===== config.mk =====
export PLATFORM = sky130hd
export DESIGN_NAME = uart_tx_fifo_flat
export DESIGN_NICKNAME = d
export VERILOG_FILES = /design/src/rtl/uart_tx_fifo_if.sv /design/src/rtl/uart_tx_fifo.sv /design/src/flat_wrapper.sv
export SDC_FILE = /design/constraint.sdc
export NUM_CORES = 1
export LEC_CHECK = 0
export ABC_CLOCK_PERIOD_IN_PS = 3500
export CORE_MARGIN = 3
export CORE_UTILIZATION = 55
export DETAILED_ROUTE_END_ITERATION = 10
export PLACE_DENSITY_LB_ADDON = 0.08
export SLEW_MARGIN = 0
export SYNTH_ARGS = -nofsm -noshare
export SYNTH_HDL_FRONTEND = slang
export SYNTH_SLANG_ARGS = --single-unit

===== constraint.sdc =====
create_clock -name clk -period 3.5 [get_ports clk]
set_input_delay 1.05 -clock clk [delete_from_list [all_inputs] [get_ports clk]]
set_output_delay 1.05 -clock clk [all_outputs]
set_load 0.02 [all_outputs]

===== src/rtl/uart_tx_fifo_if.sv =====
// Producer-side handshake into the buffered UART transmitter.
interface uart_tx_fifo_if #(
   parameter int DATA_BITS = 8
);
   logic                 i_data_valid;
   logic [DATA_BITS-1:0] i_data;
   logic                 o_data_ready;

   modport master (output i_data_valid, output i_data, input  o_data_ready);
   modport slave  (input  i_data_valid, input  i_data, output o_data_ready);
endinterface


===== src/rtl/uart_tx_fifo.sv =====
// Buffered UART transmitter: words queue in a FIFO and leave back-to-back
// as start / data (LSB first) / optional parity / stop bits.
//
// state    | meaning
// S_IDLE   | line high, waiting for a buffered word
// S_START  | start bit (low)
// S_DATA   | payload bits, LSB first
// S_PARITY | parity bit (only when PARITY != 0)
// S_STOP   | one or two stop bits (high)
module uart_tx_fifo #(
   parameter int CLK_FREQ   = 50000000,
   parameter int BAUD_RATE  = 115200,
   parameter int DATA_BITS  = 8,
   parameter int PARITY     = 0,
   parameter int STOP_BITS  = 1,
   parameter int FIFO_DEPTH = 16
) (
   input  logic                          clk,
   input  logic                          rst,
   uart_tx_fifo_if.slave                 s_in,
   output logic [$clog2(FIFO_DEPTH):0]   o_fifo_count,
   output logic                          o_busy,
   output logic                          o_tx
);
   localparam int CPB = (CLK_FREQ + BAUD_RATE / 2) / BAUD_RATE;
   localparam int TW  = $clog2(CPB);
   localparam int AW  = $clog2(FIFO_DEPTH);
   localparam int CW  = AW + 1;

   typedef enum logic [2:0] {S_IDLE, S_START, S_DATA, S_PARITY, S_STOP} state_t;

   state_t               r_state;
   state_t               w_state_nxt;
   logic [TW-1:0]        r_tmr;
   logic [DATA_BITS-1:0] r_shift;
   logic                 r_par;
   logic [3:0]           r_bit_idx;
   logic                 r_stop_idx;
   logic                 r_tx;
   logic                 w_tx_nxt;
   logic                 w_pop;
   logic                 w_push;
   logic                 w_tmr_zero;
   logic                 w_ready;

   logic [DATA_BITS-1:0] r_mem [FIFO_DEPTH];
   logic [AW-1:0]        r_wr_ptr;
   logic [AW-1:0]        r_rd_ptr;
   logic [CW-1:0]        r_count;

   assign w_ready           = (r_count < CW'(FIFO_DEPTH));
   assign w_push            = s_in.i_data_valid & w_ready;
   assign w_tmr_zero        = (r_tmr == '0);
   assign s_in.o_data_ready = w_ready;
   assign o_fifo_count      = r_count;
   assign o_busy            = (r_state != S_IDLE) || (r_count != '0);
   assign o_tx              = r_tx;

   always_ff @(posedge clk) begin
      if (w_push) r_mem[r_wr_ptr] <= s_in.i_data;
   end

   always_ff @(posedge clk or posedge rst) begin
      if (rst) begin
         r_wr_ptr <= '0;
         r_rd_ptr <= '0;
         r_count  <= '0;
      end else begin
         if (w_push) r_wr_ptr <= r_wr_ptr + 1'b1;
         if (w_pop)  r_rd_ptr <= r_rd_ptr + 1'b1;
         case ({w_push, w_pop})
            2'b10:   r_count <= r_count + 1'b1;
            2'b01:   r_count <= r_count - 1'b1;
            default: r_count <= r_count;
         endcase
      end
   end

   always_ff @(posedge clk or posedge rst) begin
      if (rst) r_state <= S_IDLE;
      else     r_state <= w_state_nxt;
   end

   always_comb begin
      w_state_nxt = r_state;
      w_tx_nxt    = r_tx;
      w_pop       = 1'b0;
      case (r_state)
         S_IDLE: begin
            w_tx_nxt = 1'b1;
            if (r_count != '0) begin
               w_pop       = 1'b1;
               w_state_nxt = S_START;
               w_tx_nxt    = 1'b0;
            end
         end
         S_START: begin
            if (w_tmr_zero) begin
               w_state_nxt = S_DATA;
               w_tx_nxt    = r_shift[0];
            end
         end
         S_DATA: begin
            if (w_tmr_zero) begin
               if (r_bit_idx == 4'(DATA_BITS - 1)) begin
                  if (PARITY != 0) begin
                     w_state_nxt = S_PARITY;
                     w_tx_nxt    = r_par;
                  end else begin
                     w_state_nxt = S_STOP;
                     w_tx_nxt    = 1'b1;
                  end
               end else begin
                  w_tx_nxt = r_shift[1];
               end
            end
         end
         S_PARITY: begin
            if (w_tmr_zero) begin
               w_state_nxt = S_STOP;
               w_tx_nxt    = 1'b1;
            end
         end
         S_STOP: begin
            if (w_tmr_zero && (r_stop_idx == 1'(STOP_BITS - 1))) begin
               // Chain straight into the next frame when more words are queued.
               if (r_count != '0) begin
                  w_pop       = 1'b1;
                  w_state_nxt = S_START;
                  w_tx_nxt    = 1'b0;
               end else begin
                  w_state_nxt = S_IDLE;
                  w_tx_nxt    = 1'b1;
               end
            end
         end
         default: begin
            w_state_nxt = S_IDLE;
            w_tx_nxt    = 1'b1;
         end
      endcase
   end

   always_ff @(posedge clk or posedge rst) begin
      if (rst) begin
         r_tx       <= 1'b1;
         r_tmr      <= '0;
         r_shift    <= '0;
         r_par      <= 1'b0;
         r_bit_idx  <= '0;
         r_stop_idx <= 1'b0;
      end else begin
         r_tx <= w_tx_nxt;
         if (w_pop || ((r_state != S_IDLE) && w_tmr_zero))
            r_tmr <= TW'(CPB - 1);
         else if (r_state != S_IDLE)
            r_tmr <= r_tmr - 1'b1;

         if (w_pop) begin
            r_shift    <= r_mem[r_rd_ptr];
            r_par      <= (PARITY == 1) ? ~(^r_mem[r_rd_ptr]) : (^r_mem[r_rd_ptr]);
            r_bit_idx  <= '0;
            r_stop_idx <= 1'b0;
         end else if ((r_state == S_DATA) && w_tmr_zero) begin
            r_shift   <= r_shift >> 1;
            r_bit_idx <= r_bit_idx + 1'b1;
         end else if ((r_state == S_STOP) && w_tmr_zero) begin
            r_stop_idx <= 1'b1;
         end
      end
   end
endmodule

===== src/flat_wrapper.sv =====
// flat-port wrapper written by rule: the top's interface ports become plain ports
module uart_tx_fifo_flat 
#(
   parameter int CLK_FREQ   = 50000000,
   parameter int BAUD_RATE  = 115200,
   parameter int DATA_BITS  = 8,
   parameter int PARITY     = 0,
   parameter int STOP_BITS  = 1,
   parameter int FIFO_DEPTH = 16
)
  (clk, rst, o_fifo_count, o_busy, o_tx, s_in_i_data_valid, s_in_i_data, s_in_o_data_ready);
  uart_tx_fifo_if #(.DATA_BITS(DATA_BITS)) s_in_i ();
  input  logic clk;
  input  logic rst;
  output logic [$clog2(FIFO_DEPTH):0] o_fifo_count;
  output logic o_busy;
  output logic o_tx;
  input wire logic [$bits(s_in_i.i_data_valid)-1:0] s_in_i_data_valid;
  input wire logic [$bits(s_in_i.i_data)-1:0] s_in_i_data;
  output wire logic [$bits(s_in_i.o_data_ready)-1:0] s_in_o_data_ready;
  assign s_in_i.i_data_valid = s_in_i_data_valid;
  assign s_in_i.i_data = s_in_i_data;
  assign s_in_o_data_ready = s_in_i.o_data_ready;
  uart_tx_fifo #(.CLK_FREQ(CLK_FREQ), .BAUD_RATE(BAUD_RATE), .DATA_BITS(DATA_BITS), .PARITY(PARITY), .STOP_BITS(STOP_BITS), .FIFO_DEPTH(FIFO_DEPTH)) u_core (.clk(clk), .rst(rst), .s_in(s_in_i), .o_fifo_count(o_fifo_count), .o_busy(o_busy), .o_tx(o_tx));
endmodule

Yosys cells after proc, flatten, opt, wreduce, memory -nomap -nowiden
Memory sizes are Yosys's and may differ from the RTL's.
Index checks and enable logic that the tools add are counted.

storage, ports and cells
  register bits after elaboration = 39
  latch bits = 0
  RAM bits = 128
  ROM bits = 0
  input bits = 11
  output and inout bits = 8
  logic and storage cells = 80
  memories = 1

cells by class
  $add $sub $neg = 6
  multipliers = 0
  div/mod/pow operators = 0
  magnitude comparators = 1
  eq/ne operators = 14
  shifts and indexed selects = 0
  mux-type cells = 30
  bitwise gates (word level) = 2
  reductions and logical operators = 17

memories
  name          depth  bits a word  read ports  clocked after memory_dff  wr ports  RTL line            text
  u_core.r_mem  16     8            1           0                         1         uart_tx_fifo.sv:46  logic [DATA_BITS-1:0] r_mem [FIFO_DEPTH];

operators with widths
  cell                 number
  $mux 3               6
  $mux 9               2
  $mux 8               2
  $pmux 3 s5           1
  $mux 1               14
  $ne 2x1->1 const B   7
  $add 4x1->4 const B  3
  $pmux 5 s2           1
  $logic_not 9->1      1
  $sub 9x1->9 const B  1
  $mux 4               2
  $reduce_bool 2->1    4
  $eq 3x2->1 const B   2
  $reduce_and 6->1     1
  $add 5x1->5 const B  1
  $lt 5x5->1 const B   1
  $pmux 1 s5           1
  $reduce_bool 5->1    1
  $sub 5x1->5 const B  1
  $eq 4x3->1 const B   1
  $logic_and 1x1->1    4
  $reduce_and 4->1     1
  $eq 3x1->1 const B   1
  $eq 3x3->1 const B   1
  9 further kinds      10

Depth between registers and ports, before layout
  depth after elaboration = 6
  depth in mapped cells = 17
  depth with buffers taken out = 14

Least setup slack after synthesis
OpenSTA, ideal clock, no wires.

  path type = reg-to-reg
  from = reg u_core.r_tmr[0]
  to = reg u_core.r_count[2], in the netlist u_core.o_fifo_count[2]
  setup time = 0.080 ns
  data arrival time = 3.222 ns
  required time = 3.420 ns
  path slack = 0.198 ns
  cell stages (with the launch flop) = 18
  path buffers = 3
  clock period less this slack = 3.302 ns
  path through = dfrtp_1 inv_1 ha_1 or4b_1 clkbuf_1 o31ai_4 nand2_2 inv_2 buf_2 ha_1 clkbuf_1 xor2_1 ha_1 nor4b_1 a21oi_1 o31ai_1 a211oi_1 xnor2_1

on the way
  word-level cells in the longest chain between the ends = 6
  elaborated cells on any way between the ends = 8
  those cells by class = 2 x eq/ne; 3 x mux; 3 x reduce/logical

ends and longest elaborated chain
  element                                          RTL line             text
  start: declaration                               uart_tx_fifo.sv:34   logic [TW-1:0] r_tmr;
  start signal: assignment                         uart_tx_fifo.sv:155  r_tmr <= TW'(CPB - 1);
  start signal: assignment                         uart_tx_fifo.sv:157  r_tmr <= r_tmr - 1'b1;
  $logic_not 9->1 (*)                              uart_tx_fifo.sv:53   assign w_tmr_zero = (r_tmr == '0);
  $logic_and 1x1->1 (*)                            uart_tx_fifo.sv:125  if (w_tmr_zero && (r_stop_idx == 1'(STOP_BITS - 1))) begin
  $mux 1 (*)                                       uart_tx_fifo.sv:125
  $pmux 1 s2 (*)                                   uart_tx_fifo.sv:88   case (r_state)
  via u_core.w_pop                                 uart_tx_fifo.sv:41   logic w_pop;
  $eq 2x1->1 or $eq 2x2->1 (tied branches)         uart_tx_fifo.sv:71   case ({w_push, w_pop})
  $pmux 5 s2 or $reduce_bool 2->1 (tied branches)  n/a
  end signal: assignment                           uart_tx_fifo.sv:72   2'b10: r_count <= r_count + 1'b1;
  end signal: assignment                           uart_tx_fifo.sv:73   2'b01: r_count <= r_count - 1'b1;
  end signal: assignment                           uart_tx_fifo.sv:74   default: r_count <= r_count;
  end: declaration                                 uart_tx_fifo.sv:49   logic [CW-1:0] r_count;

The timed path passes the listed nets; every way through them passes the cells marked *.
A chain may end at the register's enable or synchronous reset.

Worst setup path in the final report
  from = reg u_core.r_tmr[0]
  to = reg u_core.r_count[2], in the netlist u_core.o_fifo_count[2]

on the way
  word-level cells in the longest chain between the ends = 6
  elaborated cells on any way between the ends = 8
  those cells by class = 2 x eq/ne; 3 x mux; 3 x reduce/logical

ends and longest elaborated chain
  element                                          RTL line
  $logic_not 9->1 (*)                              uart_tx_fifo.sv:53
  $logic_and 1x1->1 (*)                            uart_tx_fifo.sv:125
  $mux 1 (*)                                       uart_tx_fifo.sv:125
  $pmux 1 s2 (*)                                   uart_tx_fifo.sv:88
  $eq 2x1->1 or $eq 2x2->1 (tied branches)         uart_tx_fifo.sv:71
  $pmux 5 s2 or $reduce_bool 2->1 (tied branches)  n/a

Every way passes the cells marked *; elsewhere a longest branch is shown, timed or not.

==> impl_metrics.json <==
{
  "cts_resized": 0,
  "finalWirelength_um": 13700,
  "p_leak_nw": 2.86,
  "gr-usage-all-layers_pct": 21.3,
  "synth_area_sq_um": 7090,
  "place_congestion": 0.893,
  "ctsHtreeMaxLevel": 4,
  "drtIter0Drc": 345,
  "hold_viol_final": 0,
  "cp_common_cell": "ha_1",
  "ctsRootBufferMaster": "clkbuf_16",
  "synth_nets": 449,
  "area_growth_pct": 14.6,
  "antenna_found_initial": 0,
  "cp_max_fo": 7,
  "multiInputGateArea_sq_um": 2130,
  "async_flop_share_pct": 23.4,
  "coreArea_sq_um": 12300,
  "period_needed_ns": 3.19,
  "setup_tns_ns": 0,
  "drtPass1Iterations": 5,
  "clock-sinks": 167,
  "initial_utilization_pct": 57.6,
  "row_count": 40,
  "cts_setup_buffers": 0,
  "criticalPathCategory": "reg -> reg",
  "r2r-end": "u_core.o_fifo_count[2]",
  "min_from": "u_core.r_shift[4]",
  "num_io_pins": 19,
  "power.density_nw_per_um2": 780,
  "grt_max_degree": 40,
  "cts_buffer_depth": 2,
  "routed_via_density": 5.94,
  "cp_data_arrival_time_ns": 3.54,
  "setup-violations-final": 0,
  "ys_types": 59,
  "worstRegToRegCells": 14,
  "grt_pass1_vias": 4045,
  "finalPower_mw": 6.34,
  "port_buffers": 18,
  "syn_avg_cell_area_sq_um": 16.6,
  "ys_ff_latch": 167,
  "rr_startpoint": "u_core.r_tmr[0]",
  "fill_cells": 880,
  "grt.overflow.total": 0,
  "hold_path_depth": 1,
  "netlist_instances": 428,
  "layout_common_cells": "edfxtp_1 (128), dfrtp_1 (37), mux4_2 (32)",
  "synth_ff_type": "edfxtp_1",
  "critPathMaxStageDelay_ns": 0.61,
  "cts_tree": "built",
  "worstPathRequired_ns": 3.85,
  "die-area_sq_um": 14300,
  "antenna_left": 0,
  "crit_buf_inv": 2,
  "cts_buffers": 17,
  "worst_slew_pin_slew_ns": 0.709,
  "reg2reg_slack_ns": 0.31,
  "critical_path.cell_chain": "inv_1 -> ha_1 -> or4b_1 -> o31ai_4 -> nand2_2 -> inv_2 -> ha_1 -> xor2_1 -> ha_1 -> nor4b_1 -> a21oi_1 -> o31ai_1 -> a211oi_1 -> xnor2_1",
  "regArea_sq_um": 4820,
  "fin_nets": 481,
  "fin_crit_sh_pct": 91.2,
  "ir_drop_mv": 0.633,
  "die_w_um": 120,
  "die_h_um": 120,
  "fin_skew_ns": 0.00715,
  "clock_latency_ns": 0.42,
  "fmax_ghz": 0.313,
  "hold_class": "reg -> reg",
  "antenna_cells": 0,
  "dp_hpwl_um": 9460,
  "holdPathEnd": "u_core.r_shift[4]",
  "maxCapViolCount": 0,
  "cp_top_family": "compound AO/OA/AOI/OAI gates",
  "vias": 3802,
  "clk_pin_slew_ns": 0.06,
  "end_kind": "register",
  "maxSlewViolCount": 0,
  "drive_gt1_share_pct": 20.1,
  "layout_commonest_cell": "edfxtp_1",
  "synth-seq-area-share_pct": 68.0,
  "crit_slowest_cell": "or4b_1",
  "synth_edf_count": 128,
  "yosys_warnings": 0,
  "rsz0062_at_grt": "false",
  "drc": 0,
  "status": "complete, no violations",
  "start_kind": "register",
  "grt_pass1_wl_um": 22500,
  "slew_headroom_pct": 52.4,
  "holdWs_ns": 0.502,
  "postCtsHoldBufs": 0,
  "avgRoutedWirePerCell_um": 21.5
}
==> worst max path at each step <==
stage | startpoint | endpoint | slack, ns | cells after the start
global route | u_core.r_tmr[0] | u_core.o_fifo_count[2] | 0.05 | 14
floorplan | u_core.r_tmr[0] | u_core.o_fifo_count[2] | 0.20 | 17
CTS | u_core.r_tmr[0] | u_core.o_fifo_count[2] | 0.32 | 14
global placement | s_in_i_data_valid | u_core.o_fifo_count[2] | 0.29 | 11
detailed placement | s_in_i_data_valid | u_core.o_fifo_count[2] | 0.23 | 11
finish | u_core.r_tmr[0] | u_core.o_fifo_count[2] | 0.31 | 14
==> flip-flops by register name (all words and copies together), names as in the netlist <==
name and count:
u_core.o_fifo_count 5, u_core.o_tx 1, u_core.r_bit_idx 4, u_core.r_mem 128, u_core.r_rd_ptr 4, u_core.r_shift 8
u_core.r_state 3, u_core.r_stop_idx 1, u_core.r_tmr 9, u_core.r_wr_ptr 4
==> layer usage <==
metal | track usage [%] | part of all wire [%]
met5 | 0 | 0
met4 | 7.44 | 2.0
met3 | 5.23 | 3.6
met2 | 33.3 | 50
met1 | 29.6 | 45
==> area by class of cell <==
type / instances / share of cell area [%]
Sequential cell: 167 / 59.3
Multi-Input combinational cell: 229 / 26.3
Clock buffer: 18 / 5.28
Timing Repair Buffer: 35 / 3.94
Tap cell: 168 / 2.59
Clock inverter: 13 / 2.14
Inverter: 10 / 0.462
==> synth_stat cells (2+ instances only) <==
cell type,n,area (sq um)
nor4b_1,2,17.5
and2_1,17,106
mux2_2,3,33.8
o21ai_0,11,55.1
a221o_1,6,60.1
xor2_1,7,61.3
xnor2_1,12,105
a21oi_1,6,30.0
a211oi_1,6,45.0
and3_1,3,18.8
buf_2,9,45.0
o31ai_1,3,22.5
nand2b_1,4,25.0
nand4_1,2,12.5
a22oi_1,2,15.0
a22o_1,2,17.5
nand3b_1,2,15.0
dfrtp_1,38,951
nand3_1,3,15.0
clkbuf_1,11,41.3
edfxtp_1,128,3840
mux4_2,32,721
a31o_2,3,26.3
mux2i_1,10,100
o22ai_1,3,18.8
nand2_1,20,75.1
nor2_1,18,67.6
nor2b_1,4,25.0
or3_1,3,18.8
ha_1,10,125
a221oi_1,4,35.0
nor3b_1,3,22.5
nand4b_1,2,17.5
inv_1,8,30.0
nor3_1,7,35.0
==> where the power goes <==
part           switching [mW]  internal, mW  total, mW  leakage (nW)
Sequential              0.326          2.41       2.74          1.63
Combinational           0.815         0.896       1.71         0.944
Clock                   0.763          1.13       1.89         0.289
Total                    1.90          4.44       6.34          2.86
==> cells by family (layout without fill, tap and decap cells) <==
logic type,after synthesis,in the layout,synth area share [%]
AO/OA/AOI/OAI,58,58,6.32
buffers and inverters,32,76,1.91
adder cells (fa/ha/maj),10,10,1.76
XOR/XNOR,19,19,2.35
multiplexers,45,45,12.1
flip-flops,167,167,68.0
AND/OR/NAND/NOR,97,97,7.62
==> per-stage QoR <==
step	instances	cell area (sq um)	utilization, %	setup slack [ns]
after floorplan	428	7090	-	0.198
after global placement	609	7520	61.1	0.286
after detailed placement	609	7520	61.1	0.233
after CTS	640	8130	66.0	0.321
after global routing	640	8130	66.0	0.0482
final	640	8130	66.0	0.308
Power figures use the tool's default switching activity.
==> edit: new RTL, same flow settings <==
The 5 states of `state_t` get a one-hot encoding in 5 bits.
--- a/src/rtl/uart_tx_fifo.sv
+++ b/src/rtl/uart_tx_fifo.sv
@@ -27,7 +27,7 @@
    localparam int AW  = $clog2(FIFO_DEPTH);
    localparam int CW  = AW + 1;
 
-   typedef enum logic [2:0] {S_IDLE, S_START, S_DATA, S_PARITY, S_STOP} state_t;
+   typedef enum logic [4:0] {S_IDLE = 5'b00001, S_START = 5'b00010, S_DATA = 5'b00100, S_PARITY = 5'b01000, S_STOP = 5'b10000} state_t;
 
    state_t               r_state;
    state_t               w_state_nxt;
Check against the original RTL: same outputs for any inputs over 10 cycles, from zero or initial values and one cycle with rst high; not proved beyond that.
==> edit against the original RTL <==
  * Sequential share of layout area fell by 2.0 points
  * Count of clock-buffer cells in the layout unchanged
  * Clock skew grew 0.0033 ns
  * Wire length is 1.8% higher
  * Area after synthesis up 1.6%
  * Design area increased by 4.0%
  * First-iteration DRC count is 5.8% higher
  * Worst setup slack got worse by 0.18 ns
  * Utilization grew 0.41 points
  * Sequential cell count increased by 1
  * Worst hold slack got worse by 0.027 ns
  * Highest routed layer unchanged
Power is not compared: it rests on default switching activity, and its combinational part moved more than twofold at a synthesized area within 25%.
==> edit: results (changes against the original RTL) <==
outcome completed; Nets 516 (+7.3%); worst-margin pin slew 0.820 ns (+0.111 ns); critical path's slowest cell or4b_2; All-Layer GR Usage 21.3% (+0.046 points); Worst Path Arrival 2.33 ns (-1.21 ns); layout cell share with drive strength beyond 1 24.1% (+3.9 points); area of placed instances 7770 um^2 (+3.3%); mux contribution to synthesized area 12.3% (+0.21 points); dpl cells 647 (+6.2%); via count 3,918 (+3.1%); first-pass GRT wire length 23,000 um (+2.3%); XOR/XNOR Fraction of Synth Area 2.43% (+0.084 points); Synth area leaders edfxtp_1 53%, dfrtp_1 13%, mux4_2 10%, ha_1 1.9%, nand2_1 1.4%; Synth Area in Compound Gates 5.57% (-0.74 points); post-layout util 66.4% (+0.41 points); count of multi-input gates 237 (+3.5%); synth cell count leaders 128 x edfxtp_1, 38 x dfrtp_1, 33 x mux4_2; Fin Clk Skew 0.0104 ns (+0.00328 ns); sequential cell area share 57.4% (-2.0 points); synthesized-area fraction occupied by adder cells 1.91% (+0.15 points); buffering overhead 5.64% (+1.7 points); Multi-input gate area 2200 um^2 (+3.0%); Filler cells 910 (+3.4%); drt total wl 14,000 um (+1.8%); Hold Slack 0.475 ns (-0.0268 ns)
## edit: final timing paths
kind                                          end              startpoint  cells past startpoint
setup / recovery                           o_busy       u_core.r_state[0]                      4
hold / removal                        u_core.o_tx             u_core.o_tx                      2
setup reg to reg           u_core.o_fifo_count[4]  u_core.o_fifo_count[3]                     11
hold reg to reg                       u_core.o_tx             u_core.o_tx                      2
max in group asynchronous      u_core.r_rd_ptr[0]                     rst                      3
min in group asynchronous  u_core.o_fifo_count[0]                     rst                      3
## edit: what timing repair did
| action | 4_1_cts | 5_1_grt |
|---|---|---|
| gates cloned | 0 | 0 |
| gates resized for setup | 2 | 3 |
| endpoints found under the setup margin | 1 | 3 |
## edit: metal layers
metal	share of wire [%]	global-route usage (%)
met4	0.92	5.59
met5	0	0
met2	49	32.5
met3	3.6	5.33
met1	46	31.2
## edit: power by group
group          switching [W]  leakage, nW  total, W  internal, W
combinational       0.000339         1.11  0.000606     0.000267
sequential          0.000103         1.64   0.00239      0.00229
clock               0.000760        0.309   0.00205      0.00129
